<file path="config.mk">
export PLATFORM = sky130hd
export DESIGN_NAME = rf_access_arbiter
export DESIGN_NICKNAME = d
export VERILOG_FILES = /design/src/rtl/rf_access_arbiter.sv
export SDC_FILE = /design/constraint.sdc
export NUM_CORES = 1
export LEC_CHECK = 0
export CORE_AREA = 2 2 132 134
export CTS_CLUSTER_SIZE = 20
export DETAILED_ROUTE_END_ITERATION = 8
export DIE_AREA = 0 0 134 136
export PLACE_DENSITY = 0.65
export SLEW_MARGIN = 20
export SYNTH_ARGS = -nofsm -noshare
export SYNTH_HDL_FRONTEND = slang
export SYNTH_SLANG_ARGS = --single-unit
</file>
<file path="constraint.sdc">
create_clock -name clk -period 1.56 [get_ports clk]
set_input_delay 0.468 -clock clk [delete_from_list [all_inputs] [get_ports clk]]
set_output_delay 0.468 -clock clk [all_outputs]
set_load 0.01 [all_outputs]
</file>
<file path="src/rtl/rf_access_arbiter.sv">
// Register-file port arbiter: core by default, debug single accesses, and a 32-word dump engine.
// Build option: define RF_ARB_DUMP_EN to include the dump engine; without it only IDLE/DBG/GAP exist.
module rf_access_arbiter #(
  parameter int DUMP_GAP = 1
) (
  input  logic        clk,
  input  logic        rstN,
  input  logic [4:0]  core_rs1,
  input  logic [4:0]  core_rs2,
  input  logic [4:0]  core_rd,
  input  logic [31:0] core_wdata,
  input  logic        core_we,
  output logic [31:0] core_rdata1,
  output logic [31:0] core_rdata2,
  output logic        core_stall,
  output logic [4:0]  rf_read_addr1,
  output logic [4:0]  rf_read_addr2,
  output logic [4:0]  rf_write_addr,
  output logic [31:0] rf_write_data,
  output logic        rf_write_enable,
  input  logic [31:0] rf_read_data1,
  input  logic [31:0] rf_read_data2,
  input  logic        dbg_valid,
  input  logic        dbg_write,
  input  logic [4:0]  dbg_addr,
  input  logic [31:0] dbg_wdata,
  output logic        dbg_ready,
  output logic        dbg_rvalid,
  output logic [31:0] dbg_rdata,
  input  logic        dump_start,
  output logic        dump_busy,
  output logic        dump_valid,
  output logic [4:0]  dump_index,
  output logic [31:0] dump_data
);

`ifdef RF_ARB_DUMP_EN
  typedef enum logic [2:0] {IDLE, DBG, GAP, DUMP_RD, DUMP_WAIT} state_t;

  localparam logic [2:0] GAP_LOAD = (DUMP_GAP > 0) ? 3'(DUMP_GAP - 1) : 3'd0;

  logic [4:0] counter;
  logic [2:0] gap_cnt;
`else
  typedef enum logic [1:0] {IDLE, DBG, GAP} state_t;

  logic unused_dump;
  assign unused_dump = dump_start | (DUMP_GAP < 0);
  assign dump_busy   = 1'b0;
  assign dump_valid  = 1'b0;
  assign dump_index  = 5'd0;
  assign dump_data   = 32'd0;
`endif

  state_t state;

  assign rf_read_addr2 = core_rs2;
  assign core_rdata1   = rf_read_data1;
  assign core_rdata2   = rf_read_data2;

  // Port ownership is a pure decode of state; reset blocks every write to the file.
  always_comb begin
    core_stall      = 1'b0;
    dbg_ready       = 1'b0;
    rf_read_addr1   = core_rs1;
    rf_write_addr   = core_rd;
    rf_write_data   = core_wdata;
    rf_write_enable = core_we & rstN;
    case (state)
      DBG: begin
        core_stall      = 1'b1;
        dbg_ready       = 1'b1;
        rf_read_addr1   = dbg_addr;
        rf_write_addr   = dbg_addr;
        rf_write_data   = dbg_wdata;
        rf_write_enable = dbg_write & rstN;
      end
`ifdef RF_ARB_DUMP_EN
      DUMP_RD: begin
        core_stall      = 1'b1;
        rf_read_addr1   = counter;
        rf_write_enable = 1'b0;
      end
`endif
      default: ;
    endcase
  end

  always_ff @(posedge clk or negedge rstN) begin
    if (!rstN) begin
      state      <= IDLE;
      dbg_rvalid <= 1'b0;
      dbg_rdata  <= 32'd0;
`ifdef RF_ARB_DUMP_EN
      counter    <= 5'd0;
      gap_cnt    <= 3'd0;
      dump_busy  <= 1'b0;
      dump_valid <= 1'b0;
      dump_index <= 5'd0;
      dump_data  <= 32'd0;
`endif
    end else begin
      dbg_rvalid <= 1'b0;
`ifdef RF_ARB_DUMP_EN
      dump_valid <= 1'b0;
`endif
      case (state)
        IDLE: begin
          if (dbg_valid) begin
            state <= DBG;
          end
`ifdef RF_ARB_DUMP_EN
          else if (dump_start) begin
            state     <= DUMP_RD;
            counter   <= 5'd0;
            dump_busy <= 1'b1;
          end
`endif
        end
        DBG: begin
          if (!dbg_write) begin
            dbg_rdata  <= rf_read_data1;
            dbg_rvalid <= 1'b1;
          end
          state <= GAP;
        end
        // One guaranteed unstalled core cycle after every debug access.
        GAP: state <= IDLE;
`ifdef RF_ARB_DUMP_EN
        DUMP_RD: begin
          dump_data  <= rf_read_data1;
          dump_index <= counter;
          dump_valid <= 1'b1;
          if (counter == 5'd31) begin
            state     <= IDLE;
            dump_busy <= 1'b0;
          end else begin
            counter <= counter + 5'd1;
            if (DUMP_GAP > 0) begin
              state   <= DUMP_WAIT;
              gap_cnt <= GAP_LOAD;
            end
          end
        end
        DUMP_WAIT: begin
          if (gap_cnt == 3'd0) state <= DUMP_RD;
          else                 gap_cnt <= gap_cnt - 3'd1;
        end
`endif
        default: state <= IDLE;
      endcase
    end
  end

endmodule
</file>
# Word level (Yosys, flattened, before mapping)
# Cells that the tools add are included.
dict set report word_totals {
  reg_bits 35
  inputBits 154
  output_inout_bits 186
  wordCells 19
}
dict set report classes {
  n_eq_ne 2
  muxes 9
  bitwise 3
  reduce_logical 2
}
# operator count
set ops {}
lappend ops {{two-way mux 32 bit} 1}
lappend ops {{two-way mux 5 bit} 2}
lappend ops {{two-way mux 1 bit} 4}
lappend ops {{case mux 2 bit (2 select lines)} 1}
lappend ops {{AND 1 bit} 2}
lappend ops {{== test 2 x 1 -> 1 bit (second input constant)} 1}
lappend ops {{logical NOT 2 bit} 1}
lappend ops {{two-way mux 2 bit} 1}
lappend ops {{inequality test 2 bit (second input constant)} 1}
lappend ops {{AND reduction 2 bit} 1}
lappend ops {{NOT 1 bit} 1}

# Logic depth before layout (Yosys ltp)
# Gate-level depths: netlist of the first run.
dict set report depth {
  word_depth 2
  ltp_mapped 7
  ltp_nobuf 4
}

# Least setup slack after synthesis of the first run
# OpenSTA, ideal clock, no wires.
dict set report synth_path {
  kind {register to output}
  from {reg state[1]}
  to {out rf_write_data[11]}
  arrival_time_ps 1097
  required_ps 1092
  path_slack_ps -5
  path_stages_with_launch 8
  path_buffers 3
  path_cell_list {dfrtp_1 > nand2b_4 > buf_6 > inv_2 > buf_4 > buf_4 > nand2_1 > nand2_1}
}
dict set report synth_between {
  elab_chain_len 2
}
# item line
set synth_lines {}
lappend synth_lines {{start, declared} 55} ;# state_t state;
lappend synth_lines {{start signal, assigned} 91} ;# state <= IDLE;
lappend synth_lines {{start signal, assigned} 110} ;# state <= DBG;
lappend synth_lines {{start signal, assigned} 125} ;# state <= GAP;
lappend synth_lines {{== test 2 x 1 -> 1 bit} 69} ;# case (state)
lappend synth_lines {{two-way mux 32 bit} 69}
lappend synth_lines {{end, declared} 19} ;# output logic [31:0] rf_write_data,
# No other way between the ends.

# Final worst setup path of the first run
dict set report layout_path {
  from {reg state[1]}
  to {out rf_write_data[10]}
}
# Same word-level chain as after synthesis.

==> flow_summary.toml, run 1 <==
[status]
outcome = "complete, but fails checks"
violations = "setup timing"

[worst_hold_path]
hp-class = "in2async"

[cts]
clk_path_buf_depth = 2
clk_latency_ps = 280
clkSinkCount = 35
cts-htree-levels = 2
cts-buffers-inserted = 5
clk_pin_slew_ps = 60
root_buffer = "clkbuf_16"
cts_tree = "done"
hold_buffers = 0

[global_routing]
antenna_found_initial = 0
grt_start_max_net_pins = 36
grt-ovfl-total = 0
grt_pass1_wl_mm = 13.3
grt_pass1_vias = 2403
track_usage_pct = 9.63

[detailed_routing]
drcViolationCount = 0
via_per_inst = 3.45
wl_per_cell_um = 13.2
vias = 2574
antenna_left = 0
wl_mm = 9.86
dr.pass1.iters = 4
drt_iter0_drc = 65

[die]
rows = 48
num_io_pins = 340
die_x_um = 134
die_area_um2 = 18200
coreArea_um2 = 16900
start_util_pct = 16.6
fp.dieH_um = 136

[timing]
hold_viol = 0
fmax_mhz = 509
final_max_slew_viol_count = 0
setup_ws_ps = -406
rsz0062_at_grt = "yes"
finClkSkew_ps = 4.31
setup_viol = 45
fin_setup_tns_ps = -15370
fin_crit_sh_pct = 126
fin_crit_ps = 1970

[worst_setup_path]
cp-start-kind = "flop"
required_ps = 1090
critPathCaptureType = "output port"
cp.arrival_ps = 1500
criticalPathCategory = "reg2out"
crit_fanout = 7

[cells_and_area]
syn2layout_area_growth_pct = 88.1
final_util_pct = 31.2
final_layout_size_suffix_gt1_share_pct = 45.1
final_cell_mix = "clkdlybuf4s50_1 (89), nand2_1 (63), buf_2 (62)"
multi_input_area_um2 = 1350
nets = 674
antennaDiodeCount = 0
fillerInstances = 1811
layout_commonest_cell = "clkdlybuf4s50_1"
seq_area_um2 = 876

[pwr]
powerDensity_nw_per_um2 = 981
p_leak_nw = 2.78
power.total_mw = 5.17
ir_worst_vdd_mv = 0.413

[synth]
syn_avg_cell_area_um2 = 8.81
syn_inst = 318
yosysSeqAreaShare_pct = 31.3
yosys_warnings = 0
synth-seq-cells = 35
netlist_area_um2 = 2800
yosysUniqueCellTypes = 16

[placement]
gp_congestion = 0.668
post-dp-hpwl_mm = 6.83
post-place-ws_ps = -744
portBuffers = 225

[job]
cap_violations = 0
layer usage:
metal / vias to the layer above / routed length [µm] / track usage (%)
li1: 1241 / - / -
met1: 1178 / 4140 / 12.5
met2: 131 / 4760 / 15.4
met3: 24 / 741 / 2.87
met4: 0 / 213 / 3.13
met5: - / 0 / 0
synth_stat cells (all sizes together):
master    n  share of area (%)
nand2   123                 16
clkbuf    1               0.13
nor2      1               0.71
nand2b    1               0.49
a21boi    1               0.27
conb      1               0.13
dfrtp    35                 31
inv       2               0.27
mux2     32                 17
nor3b     1               0.27
buf     120                 33
stage by stage:
stage          area [µm²]  hold WS, ps  std cells
2_1_floorplan        2950          172        356
6_report             5270          289        746
5_1_grt              5270          351        746
3_3_place_gp         4860          412        723
4_1_cts              5040          335        745
3_5_place_dp         4860          426        723
flip-flops by register name, indices dropped and copies added, names as in the netlist:
register and count:
dbg_rdata 32, dbg_rvalid 1, state 2
cells by family (layout without fill, tap and decap cells):
group           count (synthesis)  count (layout)  synth area share, %
mux                            32              32                 16.8
buf+inv                       123             288                 33.6
simple gates                  126             126                 18.0
compound gates                  1               1                0.268
other cells                     1              39                0.134
flops                          35              35                 31.3
timing repair:
item,in CTS,in global routing
setup endpoints to repair,136,76
pin swaps,37,36
resized for setup,413,79
cloned,8,2
setup buffers,7,6
critical path: stages (launching register included):
cell and delay (ps):
dfrtp_1 380, nand2b_4 190, buf_12 160, buf_8 130
buf_8 140, nand2_2 50, nand2_1 50, buf_2 140
worst paths after layout:
path | endpoint | startpoint | cells past startpoint | slack (ps)
setup / recovery | rf_write_data[10] | state[1] | 7 | -410
hold / removal | dbg_rdata[20] | rstN | 2 | 290
setup reg to reg | dbg_rdata[2] | state[1] | 5 | 60
hold reg to reg | state[0] | state[1] | 1 | 430
max in group asynchronous | state[1] | rstN | 2 | 940
min in group clk | state[0] | state[1] | 1 | 430
layout make-up:
cell class / count / area share (%)
timing repair buffer: 278 / 48.8
multi-input combinational: 198 / 25.6
sequential: 35 / 16.6
tap: 225 / 5.35
clock buffer: 6 / 2.64
clock inverter: 2 / 0.665
inverter: 2 / 0.380
where the power goes:
group	internal, mW	total [mW]	switching [mW]
registers	1.23	1.39	0.162
clock network	0.794	1.17	0.376
logic	1.53	2.61	1.08
total	3.55	5.17	1.62
No activity file was read; power rests on OpenSTA's default activity.
==> run 2, diff against run 1 <==
--- a/config.mk
+++ b/config.mk
@@ -5,11 +5,13 @@
 export SDC_FILE = /design/constraint.sdc
 export NUM_CORES = 1
 export LEC_CHECK = 0
-export CORE_AREA = 2 2 132 134
+export CELL_PAD_IN_SITES_DETAIL_PLACEMENT = 0
+export CELL_PAD_IN_SITES_GLOBAL_PLACEMENT = 1
+export CORE_MARGIN = 2
+export CORE_UTILIZATION = 15
 export CTS_CLUSTER_SIZE = 20
 export DETAILED_ROUTE_END_ITERATION = 8
-export DIE_AREA = 0 0 134 136
-export PLACE_DENSITY = 0.65
+export PLACE_DENSITY = 0.85
 export SLEW_MARGIN = 20
 export SYNTH_ARGS = -nofsm -noshare
 export SYNTH_HDL_FRONTEND = slang
==> flow_summary.toml, run 2 (same netlist as run 1, synthesis figures left out) <==
[timing]
fmax_mhz = 506
fin_crit_sh_pct = 127
hold_viol = 0
fin_crit_ps = 1970
setup_ws_ps = -415
setup_viol = 77
rsz0062_at_grt = "yes"
finClkSkew_ps = 4.19
final_max_slew_viol_count = 0

[cells_and_area]
largest_reg_flops = 32
layout_commonest_cell = "clkdlybuf4s50_1"
fillerInstances = 1944
syn2layout_area_growth_pct = 89.7
antennaDiodeCount = 0
largestRegisters = "dbg_rdata: 32 flops, state: 2 flops, dbg_rvalid: 1 flops"
final_cell_mix = "clkdlybuf4s50_1 (88), nand2_1 (74), buf_2 (62)"
seq_area_um2 = 876
multi_input_area_um2 = 1320
top_register = "dbg_rdata"
final_layout_size_suffix_gt1_share_pct = 43.7
nets = 682
final_util_pct = 29.3

[die]
die_area_um2 = 19800
fp.dieH_um = 141
coreArea_um2 = 18100
die_x_um = 141
start_util_pct = 15.4
rows = 49
num_io_pins = 340

[status]
outcome = "complete, but fails checks"
violations = "setup timing"

[detailed_routing]
wl_per_cell_um = 13.1
antenna_left = 0
drcViolationCount = 0
via_per_inst = 3.51
vias = 2663
drt_iter0_drc = 24
dr.pass1.iters = 4
wl_mm = 9.90

[global_routing]
grt_start_max_net_pins = 36
antenna_found_initial = 0
grt_pass1_vias = 2644
grt-ovfl-total = 0
grt_pass1_wl_mm = 14.4
track_usage_pct = 9.24

[cts]
clk_path_buf_depth = 2
clk_latency_ps = 280
cts_tree = "done"
root_buffer = "clkbuf_16"
hold_buffers = 0
clkSinkCount = 35
cts-buffers-inserted = 5
clk_pin_slew_ps = 60
cts-htree-levels = 2

[placement]
portBuffers = 225
gp_congestion = 0.746
post-place-ws_ps = -616
post-dp-hpwl_mm = 7.17

[worst_hold_path]
hp-class = "in2async"

[worst_setup_path]
criticalPathCategory = "reg2out"
critPathCaptureType = "output port"
cp-start-kind = "flop"
required_ps = 1090
cp.arrival_ps = 1510
crit_fanout = 6

[pwr]
power.share.clock_pct = 22.2
internal_power_mw = 3.53
powerDensity_nw_per_um2 = 968
p_leak_nw = 2.82
comb_power_share_pct = 50.9
swShare_pct = 31.4
ir_worst_vdd_mv = 0.351
pwr-share-seq_pct = 26.9
switchingPower_mw = 1.61
power.total_mw = 5.14

[job]
cap_violations = 0
[run 2: stage by stage]
| stage | setup TNS, ps | instances | hold WS [ps] | cell area (µm²) |
|---|---|---|---|---|
| 5_1_grt | -27600 | 758 | 369 | 5310 |
| 3_5_place_dp | -45060 | 727 | 435 | 4850 |
| 2_1_floorplan | 0 | 356 | 172 | 2950 |
| 4_1_cts | -25770 | 749 | 356 | 5010 |
| 3_3_place_gp | -44370 | 727 | 420 | 4850 |
| 6_report | -22070 | 758 | 292 | 5310 |
[run 2: area by class of cell]
cell class                 count  share of cell area [%]
timing repair buffer         286                    49.7
multi-input combinational    198                    24.9
sequential                    35                    16.5
tap                          229                    5.39
clock buffer                   5                    2.36
clock inverter                 3                   0.824
inverter                       2                   0.283
[run 2: final timing paths]
check / startpoint / end / slack [ps] / cells past startpoint
max in group asynchronous: rstN / dbg_rdata[22] / 930 / 2
min reg2reg: dbg_rdata[9] / dbg_rdata[9] / 500 / 1
max reg2reg: state[1] / dbg_rdata[14] / -260 / 7
min in group clk: rf_read_data1[17] / dbg_rdata[17] / 470 / 2
max: state[1] / rf_write_data[19] / -410 / 7
min: rstN / dbg_rdata[4] / 290 / 2
[run 2: power by group through the flow]
stage                     Clock (mW)  Sequential [mW]  Combinational [mW]
after global placement             0             1.39                2.59
after CTS                       1.20             1.39                2.47
after detailed placement           0             1.41                2.61
after global routing            1.23             1.43                2.81
final                           1.14             1.38                2.62
after floorplan                    0             1.55                1.14
[run 2: critical path, stage by stage, from the launching register on]
cell	delay [ps]
dfrtp_1	380
nand2b_4	210
buf_4	170
buf_12	120
buf_6	110
nand2_2	50
nand2_1	50
buf_2	140
[run 2: repair_timing]
| action | in CTS | in global routing |
|---|---|---|
| gates cloned | 6 | 2 |
| setup endpoints to repair | 142 | 93 |
| hold endpoints to repair | 0 | 0 |
| pin swaps | 32 | 22 |
| resized for setup | 386 | 95 |
| setup buffers | 8 | 12 |
[run 2: layer usage]
layer / part of all wire [%] / wire length (µm) / global-route usage (%) / vias up
met2: 53 / 5260 / 15.9 / 163
li1: - / - / - / 1254
met5: 0 / 0 / 0 / -
met3: 9.3 / 920 / 3.23 / 37
met1: 34 / 3380 / 10.3 / 1209
met4: 3.5 / 347 / 4.32 / 0
==> run 3, diff against run 2 <==
--- a/config.mk
+++ b/config.mk
@@ -9,7 +9,7 @@
 export CELL_PAD_IN_SITES_GLOBAL_PLACEMENT = 1
 export CORE_MARGIN = 2
 export CORE_UTILIZATION = 15
-export CTS_CLUSTER_SIZE = 20
+export CTS_CLUSTER_SIZE = 28
 export DETAILED_ROUTE_END_ITERATION = 8
 export PLACE_DENSITY = 0.85
 export SLEW_MARGIN = 20
==> results of run 3 <==
No change in the layout: final DEF, timing and power equal those of run 2.
